<file path="config.mk">
export PLATFORM = sky130hd
export DESIGN_NAME = out_register_flat
export DESIGN_NICKNAME = d
export VERILOG_FILES = /design/src/rtl/out_register_if.sv /design/src/rtl/out_register.sv /design/src/flat_wrapper.sv
export SDC_FILE = /design/constraint.sdc
export NUM_CORES = 1
export LEC_CHECK = 0
export CAP_MARGIN = 40
export CELL_PAD_IN_SITES_DETAIL_PLACEMENT = 0
export CELL_PAD_IN_SITES_GLOBAL_PLACEMENT = 1
export CORE_MARGIN = 3
export CORE_UTILIZATION = 46
export CTS_CLUSTER_DIAMETER = 120
export DETAILED_ROUTE_END_ITERATION = 6
export PLACE_DENSITY_LB_ADDON = 0.1
export SLEW_MARGIN = 20
export SYNTH_ARGS = -nofsm -noshare
export SYNTH_HDL_FRONTEND = slang
export SYNTH_SLANG_ARGS = --single-unit
export TNS_END_PERCENT = 10
</file>
<file path="constraint.sdc">
create_clock -name CLK -period 4.81 [get_ports CLK]
set_input_delay 0.962 -clock CLK [delete_from_list [all_inputs] [get_ports CLK]]
set_output_delay 0.962 -clock CLK [all_outputs]
set_load 0.03 [all_outputs]
</file>
<file path="src/rtl/out_register_if.sv">
// Capture-side bus bundle for out_register.
// Master drives the bus and handshake; slave is the capture FIFO.
interface out_register_if #(
    parameter int WIDTH = 4,
    parameter int DEPTH = 4
);
    localparam int CW = $clog2(DEPTH) + 1;

    logic [WIDTH-1:0] B;
    logic             EnableOUT;
    logic             AckOUT;
    logic             ClrOVF;
    logic [WIDTH-1:0] DataOut;
    logic             ValidOUT;
    logic             Full;
    logic             Empty;
    logic [CW-1:0]    Count;
    logic             Overflow;

    modport master (
        output B, EnableOUT, AckOUT, ClrOVF,
        input  DataOut, ValidOUT, Full, Empty, Count, Overflow
    );

    modport slave (
        input  B, EnableOUT, AckOUT, ClrOVF,
        output DataOut, ValidOUT, Full, Empty, Count, Overflow
    );
endinterface

</file>
<file path="src/rtl/out_register.sv">
// Bus capture FIFO: samples B on EnableOUT, presents first-word-fall-through
// head with valid/ack handshake and a sticky overflow flag.
module out_register #(
    parameter int WIDTH = 4,
    parameter int DEPTH = 4
) (
    input logic CLK,
    input logic nRST,
    out_register_if.slave bus
);
    localparam int AW = $clog2(DEPTH);
    localparam int CW = AW + 1;

    logic [WIDTH-1:0] mem [DEPTH];
    logic [AW-1:0]    wrPtr;
    logic [AW-1:0]    rdPtr;
    logic [CW-1:0]    count;
    logic [CW-1:0]    countNext;
    logic             full;
    logic             empty;
    logic             overflow;
    logic             push;
    logic             pop;
    logic             drop;

    // A pop frees the slot a same-cycle push needs, so full+pop still pushes.
    assign pop  = !empty && bus.AckOUT;
    assign push = bus.EnableOUT && (!full || pop);
    assign drop = bus.EnableOUT && full && !pop;

    assign countNext = count + CW'(push) - CW'(pop);

    always_ff @(posedge CLK or negedge nRST) begin
        if (!nRST) begin
            for (int i = 0; i < DEPTH; i++) begin
                mem[i] <= '0;
            end
            wrPtr    <= '0;
            rdPtr    <= '0;
            count    <= '0;
            full     <= 1'b0;
            empty    <= 1'b1;
            overflow <= 1'b0;
        end else begin
            if (push) begin
                mem[wrPtr] <= bus.B;
                wrPtr      <= wrPtr + 1'b1;
            end
            if (pop) begin
                rdPtr <= rdPtr + 1'b1;
            end
            count <= countNext;
            full  <= (countNext == CW'(DEPTH));
            empty <= (countNext == '0);
            if (drop) begin
                overflow <= 1'b1;
            end else if (bus.ClrOVF) begin
                overflow <= 1'b0;
            end
        end
    end

    assign bus.DataOut  = empty ? '0 : mem[rdPtr];
    assign bus.ValidOUT = !empty;
    assign bus.Full     = full;
    assign bus.Empty    = empty;
    assign bus.Count    = count;
    assign bus.Overflow = overflow;
endmodule

</file>
<file path="src/flat_wrapper.sv">
// flat-port wrapper written by rule: the top's interface ports become plain ports
module out_register_flat 
#(
    parameter int WIDTH = 4,
    parameter int DEPTH = 4
)
  (CLK, nRST, bus_B, bus_EnableOUT, bus_AckOUT, bus_ClrOVF, bus_DataOut, bus_ValidOUT, bus_Full, bus_Empty, bus_Count, bus_Overflow);
  out_register_if #(.WIDTH(WIDTH), .DEPTH(DEPTH)) bus_i ();
  input logic CLK;
  input logic nRST;
  input wire logic [$bits(bus_i.B)-1:0] bus_B;
  input wire logic [$bits(bus_i.EnableOUT)-1:0] bus_EnableOUT;
  input wire logic [$bits(bus_i.AckOUT)-1:0] bus_AckOUT;
  input wire logic [$bits(bus_i.ClrOVF)-1:0] bus_ClrOVF;
  output wire logic [$bits(bus_i.DataOut)-1:0] bus_DataOut;
  output wire logic [$bits(bus_i.ValidOUT)-1:0] bus_ValidOUT;
  output wire logic [$bits(bus_i.Full)-1:0] bus_Full;
  output wire logic [$bits(bus_i.Empty)-1:0] bus_Empty;
  output wire logic [$bits(bus_i.Count)-1:0] bus_Count;
  output wire logic [$bits(bus_i.Overflow)-1:0] bus_Overflow;
  assign bus_i.B = bus_B;
  assign bus_i.EnableOUT = bus_EnableOUT;
  assign bus_i.AckOUT = bus_AckOUT;
  assign bus_i.ClrOVF = bus_ClrOVF;
  assign bus_DataOut = bus_i.DataOut;
  assign bus_ValidOUT = bus_i.ValidOUT;
  assign bus_Full = bus_i.Full;
  assign bus_Empty = bus_i.Empty;
  assign bus_Count = bus_i.Count;
  assign bus_Overflow = bus_i.Overflow;
  out_register #(.WIDTH(WIDTH), .DEPTH(DEPTH)) u_core (.CLK(CLK), .nRST(nRST), .bus(bus_i));
endmodule
</file>
; ---- Word-level counts from Yosys, hierarchy flattened
; Index checks and enable logic that the tools add are counted.
[totals]
regBits = 26
output_inout_bits = 11
wordCells = 40
[classes]
n_addsub = 4
n_lt_le_gt_ge = 3
n_eq_ne = 1
n_mux = 9
bitwise_logic = 2
reduce_logical = 11
[op_table]
columns = cell, count
row1 = $bwmux 16, 1
row2 = $mux 4, 4
row3 = $bmux 4 s2, 1
row4 = $demux 4 s2, 1
row5 = $ge 3x3->1 const B, 2
row6 = $not 2->3, 2
row7 = $logic_and 1x1->1, 5
row8 = $add 2x1->2 const B, 2
row9 = $add 3x1->3, 1
row10 = $eq 3x3->1 const B, 1
row11 = $logic_not 1->1, 3
row12 = $logic_not 3->1, 1
row13 = $lt 3x1->1 const B, 1
row14 = $sub 3x1->3, 1
row15 = $mux 1, 2
row16 = $reduce_bool 2->1, 1
row17 = $logic_or 1x1->1, 1

; ---- Logic depth before layout (Yosys ltp)
[logic_depth]
depth_word = 7
ltp_mapped = 8
depth_no_buf = 7

; ---- Worst setup path before layout
; OpenSTA, ideal clock, no wires.
[synth_path]
path_type = input port to flip-flop
startpoint = input bus_AckOUT
endpoint = register u_core.full (netlist: u_core.bus.Full)
setup_ns = 0.088
t_arrival_ns = 2.342
required_ns = 4.722
path_slack_ns = 2.380
cell_stages = 8
path_cell_list = nand2b_1 buf_4 or2_2 nand2_1 ha_1 fa_1 xnor2_1 nor3b_1
[synth_via]
elab_chain_len = 6
[synth_lines]
columns = item, line
row1 = "start, declared", flat_wrapper.sv:13  ; input wire logic [$bits(bus_i.AckOUT)-1:0] bus_AckOUT;
row2 = $logic_and 1x1->1 *, out_register.sv:27  ; assign pop = !empty && bus.AckOUT;
row3 = $logic_or 1x1->1, out_register.sv:28  ; assign push = bus.EnableOUT && (!full || pop);
row4 = $logic_and 1x1->1, out_register.sv:28
row5 = $add 3x1->3, out_register.sv:31  ; assign countNext = count + CW'(push) - CW'(pop);
row6 = $sub 3x1->3 *, out_register.sv:31
row7 = net u_core.countNext[2], out_register.sv:18  ; logic [CW-1:0] countNext;
row8 = $eq 3x3->1 *, out_register.sv:53  ; full <= (countNext == CW'(DEPTH));
row9 = "end signal, assigned", out_register.sv:53
row10 = "end, declared", out_register.sv:19  ; logic full;
; The timed path passes the listed nets; every way through them passes the cells marked *.
; A chain may end at the register's enable or synchronous reset.

; ---- Worst setup path after layout
[layout_path]
startpoint = register u_core.rdPtr[0]
endpoint = output bus_DataOut[1]
[layout_via]
elab_chain_len = 5
[layout_lines]
columns = item, line
row1 = "start, declared", out_register.sv:16  ; logic [AW-1:0] rdPtr;
row2 = "start signal, assigned", out_register.sv:50  ; rdPtr <= rdPtr + 1'b1;
row3 = $not 2->3 (implied by the code), out_register.sv:63  ; assign bus.DataOut = empty ? '0 : mem[rdPtr];
row4 = $bmux 4 s2, out_register.sv:63
row5 = $mux 4 (implied by the code) (2 in series), out_register.sv:63
row6 = $mux 4, out_register.sv:63
row7 = "end, declared", flat_wrapper.sv:15  ; output wire logic [$bits(bus_i.DataOut)-1:0] bus_DataOut;
; Every way passes these cells. The select of a mux whose other input is x is not followed.

==> flow_summary_export.csv <==
group,metric,value,unit
run_status,status,"complete, no violations",
clocking,cts.clk_slew.worst_paths,130,ps
global_routing,grt_usage,14.53,%
layout,final_common_cell,"dfrtp_1",
yosys,ys_async_sr_fraction,100.0,%
min_path,min_path_cells,1,
timing,fin_crit,3156,ps
clocking,cts_resized,0,
worst_setup_path,r2r_cells,7,
route,wl_per_cell,15.04,um
timing,fin_setup_tns,0,ps
floorplanning,fp.dieW,58.31,um
timing,fin_crit_sh,65.62,%
clocking,cts.sink_count,26,
floorplanning,core.rowCount,18,
global_routing,grt_max_degree,27,
timing,clock_skew,6.281,ps
placement,portBuffers,19,
clocking,postCtsSetupRepairBufs,0,
pwr,total_power,1.062,mW
route,avgViaCountPerCell,5.165,
worst_setup_path,critPathLaunchType,"register",
yosys,syn_nets,102,
yosys,synth-seq-area-share,51.79,%
yosys,yosys.area_share.simple,6.561,%
placement,post-dp-hpwl,1.559,mm
yosys,yosys.area_share.xor_xnor,3.479,%
yosys,synth_compound_area_share,6.461,%
layout,synthToLayoutAreaGrowth,20.58,%
clocking,clkLatencyLatePin,320,ps
min_path,hp-start,"u_core.mem[4]",
global_routing,grt_pass1_vias,748,
route,ant_nets,0,
yosys,synth_top_family_by_area,"multiplexers",
global_routing,antenna_found_initial,0,
yosys,syn-cell-area,1259,um2
clocking,cts_buffers,3,
pwr,irDropWorstVdd,417.9,uV
floorplanning,ios,20,
route,drcViolationCount,0,
worst_setup_path,rr_endpoint,"u_core.bus.Full",
yosys,synth-main-ff-cell,"dfrtp_1",
yosys,synth_edf_count,0,
yosys,synth-seq-cells,26,
worst_setup_path,cp.required,3850,ps
route,vias,718,
clocking,h-tree-depth,1,
timing,slew-limit-headroom,57.28,%
timing,fmax,316.8,MHz
global_routing,grt-ovfl-total,0,
yosys,muxShareOfSynthArea,22.66,%
worst_setup_path,cp.arrival,2190,ps
placement,routabilityCongestion,0.8036,
pwr,p_leak,0.6361,nW
timing,worstMarginPinSlew,640.9,ps
layout,n_antenna_cell,0,
floorplanning,die_h,58.31,um
yosys,synth_warnings,0,
floorplanning,start_util,49.46,%
route,drt-total-wl,2.091,mm
floorplanning,fp.dieArea,3400,um2
clocking,cts_buffer_depth,2,
yosys,syn_area_per_cell,14.47,um2
worst_setup_path,r2r_slack,2320,ps
clocking,cts_hold_buf,0,
pwr,powerDensity,700.0,nW/um2
floorplanning,core_area,2545,um2
route,drt-pass1-iter-count,2,
yosys,synth_fa_ha_area_share,6.561,%
layout,fin_nets,125,
clocking,cts_root_buf,"clkbuf_4",
timing,rsz0062_at_grt,"no",
run,maxCapViolations,0,
timing,setup_viol,0,
timing,hold_violations,0,
worst_setup_path,cp_max_fo,6,
worst_setup_path,worstSetupEndpointType,"output port",
global_routing,grt_pass1_wl,3.615,mm
timing,setup_slack,1654,ps
clocking,cts_tree,"yes",
layout,num-fill-cells,215,
placement,pre_cts_ws,1534,ps
layout,drive_gt1_share,15.60,%
worst_setup_path,worstSetupPathType,"register to output port",
worst_setup_path,reg2reg_from,"u_core.bus.Empty",
layout,mostFrequentLayoutCells,"dfrtp_1, clkdlybuf4s50_1, mux2_1",
yosys,syn_inst,87,
min_path,hold_class,"register to register",
timing,slew_viol_final,0,
min_path,worstHoldEndpoint,"u_core.mem[4]",
route,drt_iter0_markers,12,
yosys,ys_types,22,
[how the worst max path moves through the flow]
stage	to	start	cells after the start	slack, ps
after CTS	bus_DataOut[1]	u_core.rdPtr[0]	3	1620
after floorplan	u_core.bus.Full	bus_AckOUT	8	2380
after global routing	bus_DataOut[1]	u_core.rdPtr[0]	3	1580
after global placement	u_core.bus.Full	bus_AckOUT	8	1610
final	bus_DataOut[1]	u_core.rdPtr[0]	3	1650
after detailed placement	u_core.bus.Full	bus_AckOUT	8	1530
[sequential cells by signal, indices dropped and copies added (netlist names)]
name                 flops
u_core.mem              16
u_core.bus.Count         3
u_core.rdPtr             2
u_core.wrPtr             2
u_core.bus.Empty         1
u_core.bus.Full          1
u_core.bus.Overflow      1
[cell usage after synthesis, types with 2 or more instances]
master / instances / share of area (%)
and2_1: 4 / 2.0
xnor2_1: 4 / 2.8
mux4_2: 4 / 7.2
nand3_1: 2 / 0.80
ha_1: 5 / 5.0
inv_1: 5 / 1.5
nand2_1: 6 / 1.8
mux2_1: 16 / 14
a21oi_4: 4 / 5.2
dfrtp_1: 25 / 50
[per-stage QoR]
step                cell area [um2]  utilization [%]  std cells  hold WS, ps
finish                         1518            59.64        139        496.6
global route                   1518            59.64        139        513.9
CTS                            1518            59.64        139        500.5
detailed placement             1481            58.21        135        468.6
global placement               1481            58.21        135        463.7
floorplan                      1259                -         87        452.4
[metal layers]
metal | global-route usage (%) | vias to the layer above | routed length (um)
li1 | - | 347 | -
met1 | 18.90 | 352 | 1007
met2 | 23.44 | 15 | 955
met3 | 3.289 | 4 | 91
met4 | 5.960 | 0 | 38
met5 | 0 | - | 0
[power by group]
| group | switching [mW] | total (mW) | internal, mW |
|---|---|---|---|
| logic | 0.258 | 0.542 | 0.284 |
| clock network | 0.0643 | 0.111 | 0.0463 |
| registers | 0.0830 | 0.410 | 0.327 |
[layout make-up]
| cell class | count | area (um2) | area share, % |
|---|---|---|---|
| multi-input combinational | 54 | 575.6 | 37.92 |
| sequential | 26 | 651.9 | 42.95 |
| timing repair buffer | 20 | 197.7 | 13.03 |
| clock buffer | 4 | 36.28 | 2.391 |
| tap | 30 | 37.54 | 2.473 |
| inverter | 5 | 18.77 | 1.237 |
[critical path, stage by stage (launching register included)]
cell and delay (ps):
dfrtp_1 580, mux4_2 540, and2_1 170, clkdlybuf4s50_1 590
[cell families (layout without fill, tap and decap cells)]
kind of cell	Yosys count	in the layout
XOR/XNOR	5	5
multiplexers	21	21
buffers and inverters	7	29
AO/OA/AOI/OAI	6	6
AND/OR/NAND/NOR	16	16
flip-flops	26	26
adder cells (fa/ha/maj)	6	6
Note: power is estimated with default switching activity, not from simulation.
